## src/rtl/sub_vector_driver_pkg.sv

```systemverilog
// sub_vector_driver_pkg: states, directed operand table and LFSR constants shared by the driver.
package sub_vector_driver_pkg;

    typedef enum logic [1:0] {IDLE, DRIVE, DONE} state_t;

    localparam int NUM_DIRECTED = 5;

    // Operands are plain integers; the driver truncates them to its WIDTH.
    localparam integer DIR_A [NUM_DIRECTED] = '{1, 0, 0, 'h80, 'h7F};
    localparam integer DIR_B [NUM_DIRECTED] = '{-3, 0, 1, 1, 'hFF};

    localparam logic [15:0] LFSR_SEED = 16'h3EAD;
    // Fibonacci taps 16,14,13,11 as a mask over value[15:0].
    localparam logic [15:0] LFSR_TAPS = 16'hB400;

endpackage

```

## src/rtl/sub_vector_driver_lfsr16.sv

```systemverilog
// lfsr16: 16-bit Fibonacci LFSR, reseeded on reset, advancing one step per step pulse.
module lfsr16
    import sub_vector_driver_pkg::*;
(
    input  logic        clock,
    input  logic        reset,
    input  logic        step,
    output logic [15:0] value
);

    always_ff @(posedge clock) begin
        if (reset) value <= LFSR_SEED;
        else if (step) value <= {value[14:0], ^(value & LFSR_TAPS)};
    end

endmodule

```

## src/rtl/sub_vector_driver.sv

```systemverilog
// sub_vector_driver: drives a/b into a sub kernel and checks y against (a - b) mod 2^WIDTH.
// Define SUB_VECTOR_DRIVER_LFSR_EN to append NUM_RANDOM LFSR vectors after the directed table.
module sub_vector_driver
    import sub_vector_driver_pkg::*;
#(
    parameter int WIDTH      = 8,
    parameter int LATENCY    = 0,
    parameter int NUM_RANDOM = 8
) (
    input  logic             clock,
    input  logic             reset,
    input  logic             start,
    output logic [WIDTH-1:0] dut_a,
    output logic [WIDTH-1:0] dut_b,
    input  logic [WIDTH-1:0] dut_y,
    output logic             busy,
    output logic             done,
    output logic             pass,
    output logic             fail,
    output logic [7:0]       fail_index,
    output logic [WIDTH-1:0] observed
);

`ifdef SUB_VECTOR_DRIVER_LFSR_EN
    localparam int NUM_VEC = NUM_DIRECTED + NUM_RANDOM;
`else
    localparam int NUM_VEC = NUM_DIRECTED;
`endif
    localparam int CW = LATENCY > 0 ? $clog2(LATENCY + 1) : 1;

    if (NUM_RANDOM < 0 || NUM_DIRECTED + NUM_RANDOM > 256) begin : g_bad_num_random
        $error("NUM_RANDOM must keep the vector count within an 8-bit index");
    end

    state_t           state, state_next;
    logic [7:0]       idx, load_idx;
    logic [2:0]       sel;
    logic [CW-1:0]    cnt;
    logic [WIDTH-1:0] expected, next_a, next_b;
    logic             compare, match, last;

    assign expected = dut_a - dut_b;
    assign compare  = (state == DRIVE) && (cnt == CW'(LATENCY));
    assign match    = dut_y == expected;
    assign last     = idx == 8'(NUM_VEC - 1);
    assign load_idx = (state == DRIVE) ? idx + 8'd1 : 8'd0;
    assign sel      = load_idx < 8'(NUM_DIRECTED) ? load_idx[2:0] : 3'd0;

`ifdef SUB_VECTOR_DRIVER_LFSR_EN
    logic [15:0] lfsr;
    logic        random, load;

    assign random = load_idx >= 8'(NUM_DIRECTED);
    // The LFSR only advances when a random vector is actually taken into dut_a/dut_b.
    assign load   = (state == DRIVE) ? compare && match && !last : start;
    assign next_a = random ? lfsr[WIDTH-1:0] : WIDTH'(DIR_A[sel]);
    assign next_b = random ? lfsr[15 -: WIDTH] : WIDTH'(DIR_B[sel]);

    lfsr16 u_lfsr (
        .clock (clock),
        .reset (reset),
        .step  (load && random),
        .value (lfsr)
    );
`else
    assign next_a = WIDTH'(DIR_A[sel]);
    assign next_b = WIDTH'(DIR_B[sel]);
`endif

    always_ff @(posedge clock) begin
        if (reset) state <= IDLE;
        else state <= state_next;
    end

    always_comb begin
        state_next = (state != DRIVE) ? (start ? DRIVE : state)
                   : (compare && (!match || last)) ? DONE : DRIVE;
    end

    always_comb begin
        busy = state == DRIVE;
        done = state == DONE;
    end

    always_ff @(posedge clock) begin
        if (reset) begin
            dut_a      <= '0;
            dut_b      <= '0;
            idx        <= '0;
            cnt        <= '0;
            pass       <= 1'b0;
            fail       <= 1'b0;
            fail_index <= '0;
            observed   <= '0;
        end else if (state != DRIVE) begin
            if (start) begin
                dut_a      <= next_a;
                dut_b      <= next_b;
                idx        <= '0;
                cnt        <= '0;
                pass       <= 1'b0;
                fail       <= 1'b0;
                fail_index <= '0;
                observed   <= '0;
            end
        end else if (compare) begin
            if (!match) begin
                fail       <= 1'b1;
                fail_index <= idx;
                observed   <= dut_y;
            end else if (last) begin
                pass <= 1'b1;
            end else begin
                dut_a <= next_a;
                dut_b <= next_b;
                idx   <= idx + 8'd1;
                cnt   <= '0;
            end
        end else begin
            cnt <= cnt + 1'b1;
        end
    end

endmodule

```

## config.mk

```make
export PLATFORM = sky130hd
export DESIGN_NAME = sub_vector_driver
export DESIGN_NICKNAME = d
export VERILOG_FILES = /design/src/rtl/sub_vector_driver_pkg.sv /design/src/rtl/sub_vector_driver_lfsr16.sv /design/src/rtl/sub_vector_driver.sv
export SDC_FILE = /design/constraint.sdc
export NUM_CORES = 1
export LEC_CHECK = 0
export CORE_MARGIN = 1
export CORE_UTILIZATION = 49
export CTS_CLUSTER_DIAMETER = 80
export DETAILED_ROUTE_END_ITERATION = 12
export PLACE_DENSITY = 0.8
export SLEW_MARGIN = 5
export SYNTH_ARGS = -nofsm -noshare
export SYNTH_HDL_FRONTEND = slang
export SYNTH_HIERARCHICAL = 1
export SYNTH_SLANG_ARGS = --single-unit
```

## constraint.sdc

```tcl
create_clock -name clock -period 4 [get_ports clock]
set_clock_uncertainty 0.1 [all_clocks]
set_input_delay 0.6 -clock clock [delete_from_list [all_inputs] [get_ports clock]]
set_output_delay 0.6 -clock clock [all_outputs]
set_load 0.03 [all_outputs]
```

* Word level (Yosys, flattened, before mapping) *
Memory sizes are Yosys's and may differ from the RTL's.
Index checks and enable logic that the tools add are counted.

storage, ports and cells
  flip-flop bits (word level) = 45
  ROM bits = 512
  memories = 2
  output and inout bits = 36
  logic and storage cells = 81
  bits of input ports = 11

memories
  memory            depth  width  rd ports  clocked after memory_dff  write ports  line                     RTL
  (name not given)  8      32     1         0                         0            sub_vector_driver.sv:67  assign next_b = WIDTH'(DIR_B[sel]);
  (name not given)  8      32     1         0                         0            sub_vector_driver.sv:66  assign next_a = WIDTH'(DIR_A[sel]);

cells by class
  add/subtract/negate cells = 3
  multiplexer cells = 42
  eq/ne operators = 10
  order comparisons = 2
  reductions and logical operators = 11
  bitwise gates (word level) = 2

operators with widths
  operator                                                                  count
  8-bit 2-to-1 mux                                                          26
  1-bit 2-to-1 mux                                                          12
  8-bit by 1-bit adder with 8-bit output (second input constant)            1
  8-bit by 3-bit == test with 1-bit output (second input constant)          1
  8-bit == test                                                             1
  8-bit by 3-bit < comparator with 1-bit output (second input constant)     1
  4-bit AND reduction                                                       2
  8-bit subtractor                                                          1
  2-bit 2-to-1 mux                                                          3
  2-bit by 1-bit inequality test with 1-bit output (second input constant)  3
  3-bit AND reduction                                                       2
  2-bit nonzero test                                                        3
  4-bit greater-or-equal comparator (second input constant)                 1
  3-bit inverter with 4-bit output                                          1
  3-bit 2-to-1 mux                                                          1
  3-bit by 1-bit inequality test with 1-bit output (second input constant)  1
  3-bit by 2-bit inequality test with 1-bit output (second input constant)  1
  2-bit by 1-bit == test with 1-bit output (second input constant)          1
  2-bit == test (second input constant)                                     1
  1-bit logical AND                                                         2
  2-bit inequality test (second input constant)                             1
  1-bit adder (second input constant)                                       1
  1-bit zero test                                                           1
  1-bit logical OR                                                          1
  1-bit inverter                                                            1

* Logic depth before layout (Yosys ltp) *
  depth after elaboration = 12
  depth in mapped cells = 10
  gate-level depth less buffers = 8

* Worst setup path after synthesis *
Ideal clock, no wire load.

  kind = reg-to-reg
  start point = reg dut_a[0]
  end point = reg fail_index[0]
  path buffers = 2
  period minus slack after synthesis = 3071 ps
  data arrival time = 2854 ps
  setup slack = 929 ps
  cell stages (with the launch flop) = 11
  required time = 3783 ps
  setup time = 117 ps
  path through = dfxtp_1 -> inv_1 -> ha_1 -> fa_1 -> xor2_1 -> xor2_1 -> o31ai_4 -> and3b_1 -> buf_6 -> buf_12 -> a22o_2

between the ends
  cells in the longest elaborated chain, start to end = 4

ends and longest elaborated chain
  element                                                            line                      RTL
  from (decl)                                                        sub_vector_driver.sv:13   output logic [WIDTH-1:0] dut_a,
  from (signal assigned)                                             sub_vector_driver.sv:97   dut_a <= next_a;
  from (signal assigned)                                             sub_vector_driver.sv:114  dut_a <= next_a;
  8-bit subtractor                                                   sub_vector_driver.sv:42   assign expected = dut_a - dut_b;
  8-bit == test                                                      sub_vector_driver.sv:44   assign match = dut_y == expected;
  2-bit by 1-bit inequality test with 1-bit output (no source line)  n/a
  3-bit AND reduction (no source line)                               n/a
  to (signal assigned)                                               sub_vector_driver.sv:109  fail_index <= idx;
  to (decl)                                                          sub_vector_driver.sv:20   output logic [7:0] fail_index,

No other way between the ends.
A chain may end at the register's enable or synchronous reset.

* Final worst setup path *
  start point = reg dut_a[0]
  end point = reg observed[1]

between the ends
  cells in the longest elaborated chain, start to end = 4

ends and longest elaborated chain
  element                                                            line                      RTL
  8-bit subtractor                                                   sub_vector_driver.sv:42
  8-bit == test                                                      sub_vector_driver.sv:44
  2-bit by 1-bit inequality test with 1-bit output (no source line)  n/a
  3-bit AND reduction (no source line)                               n/a
  to (signal assigned)                                               sub_vector_driver.sv:110  observed <= dut_y;
  to (decl)                                                          sub_vector_driver.sv:21   output logic [WIDTH-1:0] observed

No other way between the ends.

==> summary.txt <==
Status
  • Status: finished clean

Global routing
  • Antenna violations before repair: 0
  • Grt ovf: 0
  • Largest net degree at the start of global routing: 24
  • Met3 Use GR: 5.62%
  • Grt peak-use layer: met2
  • Met1 usage: 26.6%
  • First-pass GRT wire length: 6.82 mm
  • Routing usage on met2: 36.4%
  • Vias in the first global route: 1465
  • Gr usage total: 21.9%

Floorplanning
  • DIE AREA: 4030 um2
  • I/O pin total: 47
  • Initial Util: 53.5%
  • Number of core rows: 21
  • Core Area: 3470 um2
  • Die Wd: 63.5 um
  • Die height: 63.5 um

Finish
  • Most frequent cells in the layout: clkdlybuf4s50_1, dfxtp_1, a22o_2
  • Share of layout cells above drive strength 1: 13.4%
  • Fin util: 65.8%
  • Filler cells: 289
  • Inserted Diodes: 0
  • Final Non-Filler Cells: 270
  • Commonest non-fill, non-tap cell in the layout: clkdlybuf4s50_1
  • Final nets: 239
  • Syn-to-layout area delta: 23.1%

Route
  • DRC Markers: 0
  • Final antenna-violating net count: 0
  • DR WL/cell: 15.3 um
  • DR vias: 1587
  • Post-Route WL: 4.12 mm
  • DR iter-0 viols: 91
  • Vias/cell: 5.88
  • DRT Pass-1 Iters: 4

Yosys
  • Mapped Nets: 211
  • Avg Cell Area, Syn: 9.51 um2
  • Distinct cells, synth: 52
  • Seq/Total Area, Yosys: 35.6%
  • Synth Register Bits: 33
  • Syn Inst Count: 195
  • Ys flop type: dfxtp_1
  • Number of synthesized flops with an enable pin: 0
  • Async SR Flop Fraction: 0%
  • Ys Warns: 6
  • Mapped cell area: 1850 um2

Clock network
  • CTS Buf Count: 5
  • Clock buffer depth: 2
  • Root Buffer: clkbuf_8
  • Max H-tree Level: 2
  • Post-CTS Setup Repair Bufs: 0
  • TritonCTS clock tree: built
  • # hold bufs at CTS: 0
  • Clock Pin Slew Worst Setup and Hold Paths: 0.08 ns
  • Resized cells post-CTS: 0
  • Clk_lat worst skew: 0.29 ns
  • Clock tree sinks: 33

Placed design
  • RD Place Congestion: 0.926
  • Placed instance count: 262
  • Post-DP HPWL: 2.98 mm
  • Worst slack at placement: 0.718 ns
  • Port bufs: 46

Critical path
  • Data required, critical path: 4.14 ns
  • Largest fanout on the critical path: 16
  • Startpoint types: flop
  • Kind of critical path: flop to flop
  • CP Capture Type: flop
  • Critical Path AT: 3.45 ns

Job
  • MaxCap Viol Count: 0

Pwr
  • Pwr Density: 359 nW/um2
  • Total power draw: 818 uW
  • P_leak: 0.000825 uW
  • VDD IR max: 0.000240 V

Timing
  • Max Slew Vio Count: 0
  • Tcrit/Tclk final: 82.8%
  • Final count of negative-setup-slack endpoints: 0
  • Max transition margin: 33.3%
  • Setup TNS: 0 ns
  • Fin. Hold Viols: 0
  • RSZ-0062 raised after global routing: no
  • Slew @ Worst Pin: 0.996 ns
  • Final WS setup: 0.686 ns
  • Peak Freq: 0.302 GHz
  • Min Clock Period, post-route: 3.31 ns

Hold path
  • Worst hold-check path type: flop to flop
[critical path: stages, from the launching register on]
cell	delay, ns
dfxtp_1	0.52
inv_1	0.16
ha_1	0.28
fa_1	0.39
xor2_1	0.27
xor2_1	0.36
o31ai_4	0.11
nor2_1	0.80
a22o_2	0.27
[sequential cells by signal, indices dropped and copies added (netlist names)]
register,count
fail_index,8
idx,8
observed,8
dut_a,3
state,2
cnt,1
dut_b,1
fail,1
pass,1
[power by group]
part           switching (uW)  internal [uW]  leakage [uW]  total [uW]
Clock                     134            186     0.0000543         320
Sequential               7.98            337      0.000268         345
Combinational            90.5           62.1      0.000503         153
Total                     232            586      0.000825         818
[Yosys cell counts (4+ instances only)]
cell type   n  area share, %
and3_1      5            1.7
nor2_1     12            2.4
a22o_2     16            8.6
buf_4      12            4.9
clkbuf_1    6            1.2
dfxtp_1    33             36
a311oi_1    4            1.9
nor3_1      4            1.1
a21oi_1    10            2.7
nand2b_1    6            2.0
nand2_1     7            1.4
nand3_1     6            1.6
xor2_1      6            2.8
inv_1       6            1.2
[stage by stage]
stage	cell area, um2	hold slack [ns]
after global routing	2280	0.397
after detailed placement	2170	0.370
after floorplan	1850	0.360
after global placement	2170	0.365
after CTS	2280	0.379
final	2280	0.378
[path summary, 6_finish.rpt]
path / start / to / slack (ns) / depth (start not counted)
setup reg to reg: dut_a[0] / observed[1] / 0.69 / 8
setup / recovery: dut_a[0] / observed[1] / 0.69 / 8
hold / removal: fail / fail / 0.38 / 2
hold reg to reg: fail / fail / 0.38 / 2
[metal layers]
metal | wire length (um) | up-vias
li1 | - | 762
met1 | 1820 | 751
met2 | 1930 | 68
met3 | 314 | 6
met4 | 60 | 0
met5 | 0 | -
[final cells by class]
cell class                      count  area [um2]  share of cell area [%]
Clock inverter                      3        46.3                    2.03
Clock buffer                        5        68.8                    3.02
Tap cell                           46        57.6                    2.52
Sequential cell                    33         661                    28.9
Inverter                            6        22.5                   0.987
Timing Repair Buffer               47         468                    20.5
Multi-Input combinational cell    130         958                    42.0
[cell families (layout without fill, tap and decap cells)]
kind of cell / Yosys count / in the layout / share of synthesized area (%)
flip-flops: 33 / 33 / 35.6
AND/OR/NAND/NOR: 61 / 61 / 18.8
buffers and inverters: 32 / 61 / 12.7
AO/OA/AOI/OAI: 53 / 53 / 23.1
multiplexers: 2 / 2 / 1.35
XOR/XNOR: 9 / 9 / 4.25
adder cells (fa/ha/maj): 5 / 5 / 4.18
(Power assumes the default switching activity.)
